$ cat src/rtl/uart_cmd_pkg.sv
// Shared definitions for the UART command/response controller.
// Latency: n/a (constants, types and a helper only).
// Backpressure: n/a.
package uart_cmd_pkg;

    // Sensor command codes accepted in byte0 of a frame
    localparam logic [7:0] CMD_STATUS    = 8'h00;
    localparam logic [7:0] CMD_TEMP      = 8'h01;
    localparam logic [7:0] CMD_HUM       = 8'h02;
    localparam logic [7:0] CMD_TEMP_CONT = 8'h03;
    localparam logic [7:0] CMD_HUM_CONT  = 8'h04;

    // Response codes generated locally instead of by the sensor side
    localparam logic [7:0] ERR_CMD     = 8'hFE;
    localparam logic [7:0] ERR_ADDR    = 8'hFD;
    localparam logic [7:0] ERR_TIMEOUT = 8'hFF;

    typedef enum logic [2:0] {
        ST_IDLE,
        ST_WAIT_B1,
        ST_CHECK,
        ST_REQ,
        ST_SEND_CODE,
        ST_WAIT_CODE,
        ST_SEND_DATA,
        ST_WAIT_DATA
    } state_e;

    // True when byte0 names one of the supported commands
    function automatic logic cmd_known(input logic [7:0] cmd);
        return cmd inside {CMD_STATUS, CMD_TEMP, CMD_HUM, CMD_TEMP_CONT, CMD_HUM_CONT};
    endfunction

endpackage

$ cat src/rtl/timeout_counter.sv
// Saturating cycle counter with clear/enable and a terminal-count flag.
// Latency: clear/enable take effect on the next edge; tc_o is a decode of the count register.
// Backpressure: none; holds at TIMEOUT_CLKS until cleared.
module timeout_counter #(
    parameter int TIMEOUT_CLKS = 50000000
) (
    input  logic clk_i,
    input  logic rst_ni,
    input  logic clr_i,
    input  logic en_i,
    output logic tc_o
);

    localparam int            CW   = $clog2(TIMEOUT_CLKS + 1);
    localparam logic [CW-1:0] TERM = CW'(TIMEOUT_CLKS);

    logic [CW-1:0] count_q;
    logic [CW-1:0] count_d;

    // Clear wins over enable; the count sticks at the terminal value instead of wrapping
    always_comb begin
        count_d = count_q;
        if (clr_i) begin
            count_d = '0;
        end else if (en_i && (count_q != TERM)) begin
            count_d = count_q + CW'(1);
        end
    end

    // Count register with synchronous active-low reset
    always_ff @(posedge clk_i) begin
        if (!rst_ni) begin
            count_q <= '0;
        end else begin
            count_q <= count_d;
        end
    end

    assign tc_o = (count_q == TERM);

endmodule

$ cat src/rtl/uart_cmd_controller.sv
// Assembles (cmd, addr) frames from the UART RX, issues one sensor request, returns (code, data) via UART TX.
// Latency: error response TX pulse 2 cycles after byte1; request 2 cycles after byte1; code TX 2 cycles after ack.
// Backpressure: TX pulses wait for i_Tx_Active low; RX bytes arriving while busy are dropped.
module uart_cmd_controller
    import uart_cmd_pkg::*;
#(
    parameter int TIMEOUT_CLKS = 50000000,
    parameter int ADDR_MAX     = 31
) (
    input  logic       i_Clock,
    input  logic       i_Reset,
    input  logic       i_Rx_DV,
    input  logic [7:0] i_Rx_Byte,
    output logic       o_Tx_DV,
    output logic [7:0] o_Tx_Byte,
    input  logic       i_Tx_Active,
    input  logic       i_Tx_Done,
    output logic       o_Req,
    output logic [7:0] o_Req_Cmd,
    output logic [4:0] o_Req_Addr,
    input  logic       i_Ack,
    input  logic [7:0] i_Resp_Code,
    input  logic [7:0] i_Resp_Data,
    output logic       o_Busy
);

    localparam logic [7:0] ADDR_LIM = 8'(ADDR_MAX);

    state_e     state_q,    state_d;
    logic [7:0] cmd_q,      cmd_d;
    logic [7:0] addr_q,     addr_d;
    logic [7:0] code_q,     code_d;
    logic [7:0] data_q,     data_d;
    logic       tx_dv_q,    tx_dv_d;
    logic [7:0] tx_byte_q,  tx_byte_d;
    logic [7:0] req_cmd_q,  req_cmd_d;
    logic [4:0] req_addr_q, req_addr_d;

    logic       cnt_clr;
    logic       cnt_en;
    logic       cnt_tc;
    logic       cmd_bad;
    logic       addr_bad;
    logic [7:0] err_code;

    // One counter serves both the inter-byte window and the sensor ack window
    timeout_counter #(
        .TIMEOUT_CLKS (TIMEOUT_CLKS)
    ) u_timeout (
        .clk_i  (i_Clock),
        .rst_ni (i_Reset),
        .clr_i  (cnt_clr),
        .en_i   (cnt_en),
        .tc_o   (cnt_tc)
    );

    // Frame validation; the address is range-checked over the full received byte
    assign cmd_bad  = !cmd_known(cmd_q);
    assign addr_bad = (addr_q > ADDR_LIM);
    assign err_code = cmd_bad ? ERR_CMD : ERR_ADDR;

    // Next-state and datapath decode
    always_comb begin
        state_d    = state_q;
        cmd_d      = cmd_q;
        addr_d     = addr_q;
        code_d     = code_q;
        data_d     = data_q;
        tx_dv_d    = 1'b0;
        tx_byte_d  = tx_byte_q;
        req_cmd_d  = req_cmd_q;
        req_addr_d = req_addr_q;
        cnt_clr    = 1'b0;
        cnt_en     = 1'b0;

        case (state_q)
            ST_IDLE: begin
                if (i_Rx_DV) begin
                    cmd_d   = i_Rx_Byte;
                    cnt_clr = 1'b1;
                    state_d = ST_WAIT_B1;
                end
            end
            ST_WAIT_B1: begin
                cnt_en = 1'b1;
                if (i_Rx_DV) begin
                    addr_d  = i_Rx_Byte;
                    state_d = ST_CHECK;
                end else if (cnt_tc) begin
                    state_d = ST_IDLE;
                end
            end
            ST_CHECK: begin
                cnt_clr = 1'b1;
                if (cmd_bad || addr_bad) begin
                    code_d = err_code;
                    data_d = 8'h00;
                    // Launch the code byte straight away when the TX is free so the
                    // error reply starts two cycles after byte1
                    if (!i_Tx_Active) begin
                        tx_dv_d   = 1'b1;
                        tx_byte_d = err_code;
                        state_d   = ST_WAIT_CODE;
                    end else begin
                        state_d   = ST_SEND_CODE;
                    end
                end else begin
                    req_cmd_d  = cmd_q;
                    req_addr_d = addr_q[4:0];
                    state_d    = ST_REQ;
                end
            end
            ST_REQ: begin
                cnt_en = 1'b1;
                if (i_Ack) begin
                    code_d  = i_Resp_Code;
                    data_d  = i_Resp_Data;
                    state_d = ST_SEND_CODE;
                end else if (cnt_tc) begin
                    code_d  = ERR_TIMEOUT;
                    data_d  = 8'h00;
                    state_d = ST_SEND_CODE;
                end
            end
            ST_SEND_CODE: begin
                if (!i_Tx_Active) begin
                    tx_dv_d   = 1'b1;
                    tx_byte_d = code_q;
                    state_d   = ST_WAIT_CODE;
                end
            end
            ST_WAIT_CODE: begin
                if (i_Tx_Done) begin
                    state_d = ST_SEND_DATA;
                end
            end
            ST_SEND_DATA: begin
                if (!i_Tx_Active) begin
                    tx_dv_d   = 1'b1;
                    tx_byte_d = data_q;
                    state_d   = ST_WAIT_DATA;
                end
            end
            ST_WAIT_DATA: begin
                if (i_Tx_Done) begin
                    state_d = ST_IDLE;
                end
            end
            default: begin
                state_d = ST_IDLE;
            end
        endcase
    end

    // State and datapath registers with synchronous active-low reset
    always_ff @(posedge i_Clock) begin
        if (!i_Reset) begin
            state_q    <= ST_IDLE;
            cmd_q      <= 8'h00;
            addr_q     <= 8'h00;
            code_q     <= 8'h00;
            data_q     <= 8'h00;
            tx_dv_q    <= 1'b0;
            tx_byte_q  <= 8'h00;
            req_cmd_q  <= 8'h00;
            req_addr_q <= 5'd0;
        end else begin
            state_q    <= state_d;
            cmd_q      <= cmd_d;
            addr_q     <= addr_d;
            code_q     <= code_d;
            data_q     <= data_d;
            tx_dv_q    <= tx_dv_d;
            tx_byte_q  <= tx_byte_d;
            req_cmd_q  <= req_cmd_d;
            req_addr_q <= req_addr_d;
        end
    end

    assign o_Tx_DV    = tx_dv_q;
    assign o_Tx_Byte  = tx_byte_q;
    assign o_Req      = (state_q == ST_REQ);
    assign o_Req_Cmd  = req_cmd_q;
    assign o_Req_Addr = req_addr_q;
    assign o_Busy     = (state_q != ST_IDLE) && (state_q != ST_WAIT_B1);

endmodule

$ cat config.mk
export PLATFORM = sky130hd
export DESIGN_NAME = uart_cmd_controller
export DESIGN_NICKNAME = d
export VERILOG_FILES = /design/src/rtl/uart_cmd_pkg.sv /design/src/rtl/timeout_counter.sv /design/src/rtl/uart_cmd_controller.sv
export SDC_FILE = /design/constraint.sdc
export NUM_CORES = 1
export LEC_CHECK = 0
export ABC_CLOCK_PERIOD_IN_PS = 4200
export BUFFER_PORTS_ARGS = -buffer_cell sky130_fd_sc_hd__buf_2
export CAP_MARGIN = 20
export CORE_MARGIN = 10
export CORE_UTILIZATION = 38
export CTS_CLUSTER_DIAMETER = 50
export DETAILED_ROUTE_END_ITERATION = 8
export GPL_ROUTABILITY_DRIVEN = 0
export MAX_ROUTING_LAYER = met4
export PLACE_DENSITY = 0.61
export SYNTH_ARGS = -nofsm -noshare
export SYNTH_HDL_FRONTEND = slang
export SYNTH_HIERARCHICAL = 1
export SYNTH_SLANG_ARGS = --single-unit
$ cat constraint.sdc
create_clock -name i_Clock -period 4.2 [get_ports i_Clock]
set_clock_uncertainty 0.05 [all_clocks]
set_input_delay 0.63 -clock i_Clock [delete_from_list [all_inputs] [get_ports i_Clock]]
set_output_delay 0.63 -clock i_Clock [all_outputs]
set_load 0.005 [all_outputs]
# ---- Word-level counts from Yosys, hierarchy flattened
# Index checks and enable logic that the tools add are counted.
# W data, S select, Z words.
dict set report op_classes {
  add_sub_neg 1
  magnitude_cmp 1
  eq_ne 23
  mux 32
  bitwise_logic 2
  n_reduce_logical 19
}
# cell n
set op_table {}
lappend op_table {{$mux W8} 10}
lappend op_table {{$pmux W8 S2} 2}
lappend op_table {{$mux W3} 10}
lappend op_table {{$add A26 B1 Y26 const B} 1}
lappend op_table {{$eq A26 B26 Y1 const B} 1}
lappend op_table {{$ne A26 B26 Y1 const B} 1}
lappend op_table {{$pmux W3 S8} 1}
lappend op_table {{$pmux W8 S3} 1}
lappend op_table {{$eq A8 B2 Y1 const B} 2}
lappend op_table {{$ne A2 B2 Y1 const B} 7}
lappend op_table {{$eq A3 B3 Y1 const B} 4}
lappend op_table {{$eq A8 B1 Y1 const B} 1}
lappend op_table {{$eq A8 B3 Y1 const B} 1}
lappend op_table {{$gt A8 B5 Y1 const B} 1}
lappend op_table {{$logic_not A8 Y1} 1}
lappend op_table {{$reduce_and A7 Y1} 1}
lappend op_table {{$eq A3 B2 Y1 const B} 2}
lappend op_table {{$ne A3 B1 Y1 const B} 2}
lappend op_table {{$reduce_and A2 Y1} 3}
lappend op_table {{$reduce_bool A3 Y1} 2}
lappend op_table {{$reduce_or A2 Y1} 3}
lappend op_table {{$mux W1} 5}
lappend op_table {{$reduce_and A5 Y1} 1}
lappend op_table {{$reduce_bool A5 Y1} 1}
lappend op_table {{11 further kinds} 14}
dict set report totals {
  register_bits 83
  input_bits 30
  word_cells 88
}

# ---- Longest topological paths before layout
# Gate-level depths: netlist of the first run.
dict set report logic_depth {
  word_depth 6
  mapped_depth 9
}

# ---- Cells and area by module
# The synthesis of the first run kept the hierarchy.
# module n_inst cells_per_inst area_per_inst_um2 seq_area_each_um2
set modules_own_cells {}
lappend modules_own_cells {uart_cmd_controller 1 268 2423.6 1141.1}
lappend modules_own_cells {timeout_counter 1 156 1345.0 520.5}

# ---- Worst setup path before layout of the first run
# Ideal clock, no wire load.
dict set report synth_timing {
  path_type {reg-to-reg}
  start {register u_timeout.count_q[0]}
  end {register code_q[2]}
  setup_ns 0.058
  arrival_time_ns 2.360
  setup_slack_ns 1.732
  stages_incl_launch_ff 10
  n_path_buf 1
  period_less_slack_ns 2.468
  path_cell_list {dfxtp_1 inv_1 ha_1 or4b_2 nor4b_1 nor3b_1 nand2b_1 clkbuf_1 nor2_2 o221a_2}
}
dict set report synth_via {
  elab_chain_len 3
}
# item line
set synth_rtl {}
lappend synth_rtl {{start: declaration} timeout_counter.sv:17} ;# logic [CW-1:0] count_q;
lappend synth_rtl {{start signal: assignment} timeout_counter.sv:35} ;# count_q <= count_d;
lappend synth_rtl {{$eq A26 B26 Y1} timeout_counter.sv:39} ;# assign tc_o = (count_q == TERM);
lappend synth_rtl {{net cnt_tc} uart_cmd_controller.sv:41} ;# logic cnt_tc;
lappend synth_rtl {{$ne A3 B1 Y1 (no line)} --}
lappend synth_rtl {{$reduce_and A3 Y1 (no line)} --}
lappend synth_rtl {{end signal: assignment} uart_cmd_controller.sv:171} ;# code_q <= code_d;
lappend synth_rtl {{end: declaration} uart_cmd_controller.sv:32} ;# logic [7:0] code_q, code_d;
# The timed path passes the listed nets, and every way through them passes these cells.
# A chain may end at the register's enable or synchronous reset.

# ---- Final worst setup path of the first run
# Same ends and word-level chain as after synthesis.

==> results of run 1 <==
worst paths after layout:
kind,endpoint,cells past startpoint
setup reg to reg,code_q[2]$_SDFFE_PN0P_,8
hold reg to reg,cmd_q[4]$_SDFFE_PN0P_,2
setup / recovery,code_q[2]$_SDFFE_PN0P_,8
hold / removal,cmd_q[4]$_SDFFE_PN0P_,2
critical path, delay by kind of cell (launching register included):
kind            cells  cell delay (ns)
fa+ha+maj           1             0.14
buf+inv             1             0.08
compound gates      1             0.25
simple gates        5             2.01
flops               1             0.34
layout make-up:
class | count | area [um^2]
multi-input cells | 299 | 1920
well taps | 133 | 166
inverters | 15 | 56.3
flip-flops and latches | 83 | 1660
fillers | 1009 | 5400
repair buffers | 58 | 303
clock buffers | 9 | 124
clock inverters | 7 | 98.8
registers in the layout, indices dropped and copies added (netlist names):
name and count:
addr_q 8, cmd_q 8, code_q 8, data_q 8, o_Req_Addr 5, o_Req_Cmd 8, o_Tx_Byte 8, o_Tx_DV 1
state_q 3, u_timeout/count_q 26
metrics by stage:
step | util | instances | power, mW | hold slack [ns] | area, um^2
6_report | 0.445 | 604 | 1.70 | 0.411 | 4330
5_1_grt | 0.445 | 604 | 1.78 | 0.435 | 4330
4_1_cts | 0.445 | 604 | 1.72 | 0.412 | 4330
3_5_place_dp | 0.423 | 588 | 1.08 | 0.396 | 4110
3_3_place_gp | 0.423 | 588 | 1.07 | 0.398 | 4110
2_1_floorplan | - | 424 | 1.01 | 0.386 | 3770
report_power, final:
part | total, mW | switching [mW] | internal, mW
sequential | 0.841 | 0.0297 | 0.811
clock | 0.639 | 0.300 | 0.339
combinational | 0.218 | 0.130 | 0.0876
total | 1.70 | 0.460 | 1.24
layout by cell type (no fill, tap or decap), types with 2 or more instances in the layout:
| cell type | n |
|---|---|
| ha_1 | 2 |
| nor2_1 | 21 |
| inv_1 | 14 |
| or4_1 | 5 |
| nand2_1 | 44 |
| and4_1 | 5 |
| a211oi_1 | 8 |
| buf_4 | 5 |
| clkbuf_8 | 9 |
| o311ai_0 | 3 |
| o221a_2 | 7 |
| nor4b_1 | 2 |
| bufinv_16 | 2 |
| o31ai_1 | 3 |
| nand4_1 | 7 |
| nor3_1 | 4 |
| o41ai_1 | 4 |
| and2_1 | 5 |
| xor2_1 | 8 |
| nand3_1 | 18 |
| o21a_1 | 8 |
| nand2b_1 | 10 |
| nor4_1 | 12 |
| o21ai_0 | 19 |
| buf_2 | 53 |
| inv_6 | 2 |
| mux2i_1 | 15 |
| and3_1 | 9 |
| o21ai_1 | 2 |
| dfxtp_1 | 83 |
| mux2_2 | 8 |
| nor2b_1 | 4 |
| a21oi_1 | 39 |
| or3_1 | 6 |
| o22ai_1 | 2 |
layer usage:
metal | global-route usage | wire length, um
met2 | 0.204 | 4420
met5 | - | 0
met4 | 0.0347 | 82
met3 | 0.0305 | 281
met1 | 0.163 | 4320
kinds of logic after synthesis:
group | Yosys count | synth area share
AOI/OAI and AO/OA | 100 | 0.170
xor gates and xnor gates | 9 | 0.0209
adders and majority gates | 2 | 0.00664
buffers and inverters | 42 | 0.0485
DFF | 83 | 0.441
muxes | 23 | 0.0637
and+or+nand+nor | 165 | 0.249
==> metrics, run 1 <==
final setup fails 0; hold_sp cmd_q[4]$_SDFFE_PN0P_; total CTS buffers 9; die area 14300 um^2; asr flop ratio synth 0; Mapped Area around 3800 um^2; worst path required time 4.45 ns; Avg Inst Size Synth 8.89 um^2; area delta synth->final 15.0%; Clock Latency Late Sink 0.35 ns; kind of path behind the tightest hold check register to register; initial antenna violation count 0; Synth top area share 0.441; WP data arrival approximately 3.2 ns; Die H 120 um; Syn Inst Count between 400 and 500; ANT cells 0; io pins 54; Row Count 36; top post-synthesis cells by count 83 x dfxtp_1, 44 x nand2_1, 39 x a21oi_1, 21 x nor2_1, 19 x o21ai_0; Setup crit end kind register; max cap viols 0; FF-to-FF setup slack 1.28 ns; Post-synth EDFFs 0; final WL 9100 um; Core ar. 9730 um^2; CTS max path bufs 2; setup tns final 0 ns; Setup WS pre-CTS 1.33 ns; vias in the first global route 3167; Clock Root Buffer clkbuf_8; status completed; cts hold-fix bufs 0; share of cells above drive strength 1 0.208; crit path cell chain inv_1 > ha_1 > or4b_2 > nor4b_1 > nor3b_1 > nand2b_1 > nor2_2 > o221a_2; CTS H-tree lvls 3; CTS resizes 0; Worst Slack Setup Final 1.28 ns; Yosys reg bits a little over 80; Final HPWL DP roughly 6500 um; critical path class register to register; Starting Density 0.387; Clock transition at path regs ~0.080 ns; register area share after synthesis 0.441; Setup Fix Bufs, Post-CTS 0; layout net count 498; Congestion Overflow GR 0; die width roughly 120 um; worst r2r src u_timeout/count_q[0]$_SDFFE_PP0P_; PortBufs 53; Slew Limit Headroom 0.432; final hold violations 0; Slew Limit Fails 0; max incr delay on CP 0.60 ns; most common cell in the netlist dfxtp_1; PD cells 392 nW/um^2; Slowest cell on crit path or4b_2; top_reg_cell synth dfxtp_1; clk sink count 83; Slew @ Worst Pin 0.851 ns; syn_nets 456; Tmin final 2.92 ns; drt pass-1 iters 5; Residual DRC 0; Vias/cell 5.31; 1st-iter DRT viols around 160; Global Route Usage Sum 0.129; Final Cycle Share 0.696; library cells used by synthesis 55; Worst VDD drop 0.178 mV; fmax 0.342 GHz; CTS tree done; leading area contributor after synthesis dfxtp_1; routed vias ~3.2k; largest net degree at the start of global routing 41; top post-synthesis cells by area dfxtp_1 44%, a21oi_1 5.2%, nand2_1 4.4%, mux2i_1 4.0%, o21ai_0 2.5%; Synth warnings 6; Avg WL per Cell 15.1 um; Pleak 1.65 nW; first-pass GRT wire length between 15000 and 20000 um; worst setup path start u_timeout/count_q[0]$_SDFFE_PP0P_; critical path launch point type register; worst-path maximum fanout 10; antenna-violating nets left 0; unrepaired setup endpoints after global routing false
Note: power is estimated with default switching activity, not from simulation.
==> run 2, diff against run 1 <==
- ABC_CLOCK_PERIOD_IN_PS: 4200 -> 2600
- PLACE_DENSITY: 0.61 -> 0.63
- clock period: 4.2 -> 2.6 ns (I/O delays scaled with it)
==> metrics, run 2 (synthesis results as in run 1) <==
status completed; Slowest cell on crit path or4b_2; ANT cells 0 (unchanged); Reg with most FFs u_timeout/count_q; Pleak 1.68 nW (+2.0%); most common cell after layout, fill and taps aside dfxtp_1; first-pass GRT wire length 15600 um (+2.1%); PortBufs 53 (unchanged); # fillers 988 (-2.1%); highest metal used met4; Final HPWL DP 6650 um (+2.0%); Clock transition at path regs 0.09 ns (about the same); fmax 0.411 GHz (+20%); vias in the first global route 3193 (+0.82%); Setup WS pre-CTS 0.0630 ns (-1.27 ns); 1st-iter DRT viols 183 (+12%); largest net degree at the start of global routing 34 (-17%); max cap viols 0 (unchanged); WP data arrival 2.63 ns (-0.54 ns); area delta synth->final 16.7%; final hold violations 0 (unchanged); max reg flops 26 (unchanged); WL met3 269 um (-4.3%); Worst VDD drop 0.278 mV (+56%); Starting Density 0.387 (unchanged); Die H 120 um (unchanged); Global Route Usage Sum 0.131 (+0.00162); routed wl met2 4260 um (-3.8%); Setup Fix Bufs, Post-CTS 0 (unchanged); CTS max path bufs 2 (unchanged); clk sink count 83 (unchanged); worst path required time 2.80 ns (-1.65 ns); kind of path behind the tightest hold check input port to register; PD cells 614 nW/um^2 (+57%); die area 14300 um^2 (unchanged); Slew @ Worst Pin 0.886 ns (+0.0349 ns); Vias/cell 5.27 (-0.75%); filler-free cell count of the finished design 612 (+1.3%); Final Cycle Share 0.936 (+0.240); share of cells above drive strength 1 0.225 (+0.0174); Avg WL per Cell 15.0 um (-0.72%); final setup fails 0 (unchanged); max incr delay on CP 0.61 ns (about the same); Row Count 36 (unchanged); Worst Slack Setup Final 0.167 ns (-1.11 ns); worst-path maximum fanout 4 (-6); M1 WL 4550 um (+5.4%); # placed instances 596 (+1.4%); drt pass-1 iters 4 (-1); crit path cell chain inv_1 > ha_1 > or4b_2 > nor4b_2 > buf_4 > nor3b_1 > a221oi_1 > o22ai_1 > o221a_2; unrepaired setup endpoints after global routing false; Slew Limit Fails 0 (unchanged); Tmin final 2.43 ns (-0.490 ns); routed vias 3227 (+0.56%); setup tns final 0 ns (unchanged); initial antenna violation count 0 (unchanged); Clock Root Buffer clkbuf_8; CTS H-tree lvls 3 (unchanged); total CTS buffers 9 (unchanged); CTS tree done; Clock Latency Late Sink 0.35 ns (about the same); Congestion Overflow GR 0 (unchanged); final WL 9160 um (+0.59%); Core ar. 9730 um^2 (unchanged); die width 120 um (unchanged); most frequent cells in the layout 83 x dfxtp_1, 53 x buf_2, 44 x nand2_1; Residual DRC 0 (unchanged); layout net count 506 (+1.6%); total power 2.70 mW (+59%); Slew Limit Headroom 0.408 (-0.0237); Setup crit end kind register; io pins 54 (unchanged); antenna-violating nets left 0 (unchanged); critical path launch point type register; critical path class register to register
==> run 2: cell type report <==
cell class | instances | area, um^2 | share of cell area
clock buffers | 10 | 138 | 0.0313
clock inverters | 6 | 72.6 | 0.0165
inverters | 15 | 56.3 | 0.0128
multi-input cells | 299 | 1940 | 0.441
flip-flops and latches | 83 | 1660 | 0.378
well taps | 133 | 166 | 0.0378
repair buffers | 66 | 367 | 0.0833
==> run 2: where the power goes <==
| part | total [mW] | internal (mW) | switching [mW] |
|---|---|---|---|
| Clock | 0.972 | 0.480 | 0.491 |
| Combinational | 0.391 | 0.157 | 0.234 |
| Sequential | 1.34 | 1.31 | 0.0273 |
| Total | 2.70 | 1.95 | 0.753 |
==> run 2: metrics by stage <==
| stage | instance area, um^2 | hold slack (ns) | utilization |
|---|---|---|---|
| 2_1_floorplan | 3770 | 0.386 | - |
| 3_3_place_gp | 4170 | 0.398 | 0.429 |
| 3_5_place_dp | 4170 | 0.399 | 0.429 |
| 4_1_cts | 4380 | 0.215 | 0.450 |
| 5_1_grt | 4400 | 0.215 | 0.452 |
| 6_report | 4400 | 0.224 | 0.452 |
==> run 2: path summary, 6_finish.rpt <==
kind | from | endpoint | slack, ns | depth (start not counted)
setup / recovery | u_timeout/count_q[0]$_SDFFE_PP0P_ | state_q[0]$_SDFFE_PN0P_ | 0.17 | 9
hold / removal | i_Resp_Data[3] | data_q[3]$_SDFFE_PN0P_ | 0.22 | 3
setup reg to reg | u_timeout/count_q[0]$_SDFFE_PP0P_ | state_q[0]$_SDFFE_PN0P_ | 0.17 | 9
hold reg to reg | cmd_q[5]$_SDFFE_PN0P_ | cmd_q[5]$_SDFFE_PN0P_ | 0.41 | 2
==> run 2: what timing repair did <==
item                       CTS  global route
hold buffers                 0             0
gates resized for setup      0             5
setup endpoints to repair    0            13
==> run 2: metal layers <==
metal | GRT usage | vias up
met5 | - | -
met2 | 0.202 | 44
met4 | 0.0317 | 0
met1 | 0.171 | 1529
li1 | - | 1646
met3 | 0.0286 | 8
==> run 2: worst max-delay path, delay by kind of cell, from the launching register on <==
kind,cells,cell delay [ns]
buf+inv,2,0.23
fa+ha+maj,1,0.13
compound gates,3,0.70
simple gates,3,0.89
flops,1,0.34
==> run 3, diff against run 2 <==
- CELL_PAD_IN_SITES_DETAIL_PLACEMENT: default -> 1
- CELL_PAD_IN_SITES_GLOBAL_PLACEMENT: default -> 1
- PLACE_DENSITY: 0.63 -> 0.78
==> metrics, run 3 (synthesis results as in run 1) <==
Slowest cell on crit path or4b_4; layout net count 507 (+0.20%); io pins 54 (unchanged); first-pass GRT wire length 18100 um (+16%); # fillers 1181 (+20%); kind of path behind the tightest hold check input port to register; fmax 0.422 GHz (+2.8%); CTS max path bufs 2 (unchanged); Setup crit end kind register; Avg WL per Cell 17.2 um (+15%); Vias/cell 5.52 (+4.7%); most common cell after layout, fill and taps aside dfxtp_1; max cap viols 0 (unchanged); Core ar. 9730 um^2 (unchanged); most frequent cells in the layout 82 x dfxtp_1, 53 x buf_2, 44 x nand2_1; worst reg2reg path endpoint code_q[6]$_SDFFE_PN0P_; FF-to-FF setup slack 0.23 ns (+0.07 ns); Slew @ Worst Pin 0.720 ns (-0.166 ns); Clock transition at path regs 0.09 ns (about the same); Final HPWL DP 7590 um (+14%); routed vias 3383 (+4.8%); WHS Path Cells 3 (unchanged); hold_sp i_Resp_Data[0]; Pleak 1.68 nW (+0.14%); die area 14300 um^2 (unchanged); Multi-input gate area 1930 um^2 (-0.19%); Slew Limit Headroom 0.519 (+0.110); Tmin final 2.37 ns (-0.0657 ns); area delta synth->final 16.7% (unchanged); setup tns final 0 ns (unchanged); Final Cycle Share 0.911 (-0.0253); Clock Latency Late Sink 0.36 ns (about the same); worst r2r src u_timeout/count_q[0]$_SDFFE_PP0P_; final WL 10500 um (+15%); critical path class register to register; Worst VDD drop 0.259 mV (-6.8%); share of cells above drive strength 1 0.227 (+0.00161); Congestion Overflow GR 0 (unchanged); CTS H-tree lvls 3 (unchanged); vias in the first global route 3636 (+14%); critical path launch point type register; total CTS buffers 9 (unchanged); Die H 120 um (unchanged); Residual DRC 0 (unchanged); Row Count 36 (unchanged); drt pass-1 iters 4 (unchanged); 1st-iter DRT viols 224 (+22%); die width 120 um (unchanged); final hold violations 0 (unchanged); Setup Fix Bufs, Post-CTS 0 (unchanged); # placed instances 597 (+0.17%); PortBufs 53 (unchanged); crit path cell chain inv_1 > ha_1 > or4b_4 > nor4b_2 > buf_4 > nor3b_1 > nand2b_1 > nor2_2 > o221a_2; PD cells 621 nW/um^2 (+1.2%); worst path required time 2.85 ns (+0.05 ns); reg2reg path depth 9 (unchanged); minimum hold slack 0.215 ns (-0.00882 ns); Reg with most FFs u_timeout/count_q; Seq. cell area 1660 um^2 (about the same); final setup fails 0 (unchanged); Global Route Usage Sum 0.155 (+0.0241); WP data arrival 2.62 ns (about the same); largest net degree at the start of global routing 34 (unchanged); Slew Limit Fails 0 (unchanged); cts hold-fix bufs 0 (unchanged); ANT cells 0 (unchanged); hold path endpoint data_q[0]$_SDFFE_PN0P_; clk sink count 83 (unchanged); Starting Density 0.387 (unchanged); total power 2.73 mW (+1.2%); max incr delay on CP 0.46 ns (-0.15 ns); unrepaired setup endpoints after global routing false; CTS resizes 0 (unchanged); Clock Root Buffer clkbuf_8; CTS tree done; initial antenna violation count 0 (unchanged); filler-free cell count of the finished design 613 (+0.16%); antenna-violating nets left 0 (unchanged); max reg flops 26 (unchanged); status completed; worst-path maximum fanout 8 (+4)
run 3: cell type report:
type	count	area share
Timing Repair Buffer	67	0.0842
Clock inverter	6	0.0162
Clock buffer	10	0.0313
Sequential cell	83	0.378
Multi-Input combinational cell	299	0.440
Inverter	15	0.0128
Tap cell	133	0.0378
run 3: worst max-delay path by stage:
stage,cells after the start,startpoint,slack [ns],to
2_1_floorplan,9,u_timeout/count_q[0]$_SDFFE_PP0P_,0.13,code_q[2]$_SDFFE_PN0P_
3_3_place_gp,9,u_timeout/count_q[0]$_SDFFE_PP0P_,0.17,state_q[0]$_SDFFE_PN0P_
3_5_place_dp,9,u_timeout/count_q[0]$_SDFFE_PP0P_,0.08,state_q[0]$_SDFFE_PN0P_
4_1_cts,9,u_timeout/count_q[0]$_SDFFE_PP0P_,0.03,state_q[0]$_SDFFE_PN0P_
5_1_grt,9,u_timeout/count_q[0]$_SDFFE_PP0P_,0.06,state_q[0]$_SDFFE_PN0P_
6_report,9,u_timeout/count_q[0]$_SDFFE_PP0P_,0.23,code_q[6]$_SDFFE_PN0P_
run 3: critical path, delay by kind of cell, from the launching register on:
kind                       cells  cell delay (ns)
AOI/OAI and AO/OA              1             0.24
adders and majority gates      1             0.14
buffers and inverters          2             0.23
DFF                            1             0.34
and+or+nand+nor                5             1.31
run 3: per-layer routing:
| metal | part of all wire | track usage | vias up |
|---|---|---|---|
| li1 | - | - | 1649 |
| met1 | 0.47 | 0.187 | 1666 |
| met2 | 0.49 | 0.260 | 59 |
| met3 | 0.030 | 0.0277 | 9 |
| met4 | 0.011 | 0.0452 | 0 |
| met5 | 0 | - | - |
run 3: per-stage QoR:
| stage | instance area, um^2 | util | setup slack, ns |
|---|---|---|---|
| finish | 4400 | 0.452 | 0.232 |
| global route | 4400 | 0.452 | 0.0625 |
| CTS | 4390 | 0.451 | 0.0350 |
| detailed placement | 4180 | 0.430 | 0.0841 |
| global placement | 4180 | 0.430 | 0.174 |
| floorplan | 3770 | - | 0.132 |
run 3: report_power, final:
| group | total, mW | internal, mW | switching [mW] |
|---|---|---|---|
| Sequential | 1.35 | 1.31 | 0.0371 |
| Clock | 0.991 | 0.481 | 0.510 |
| Combinational | 0.394 | 0.159 | 0.235 |
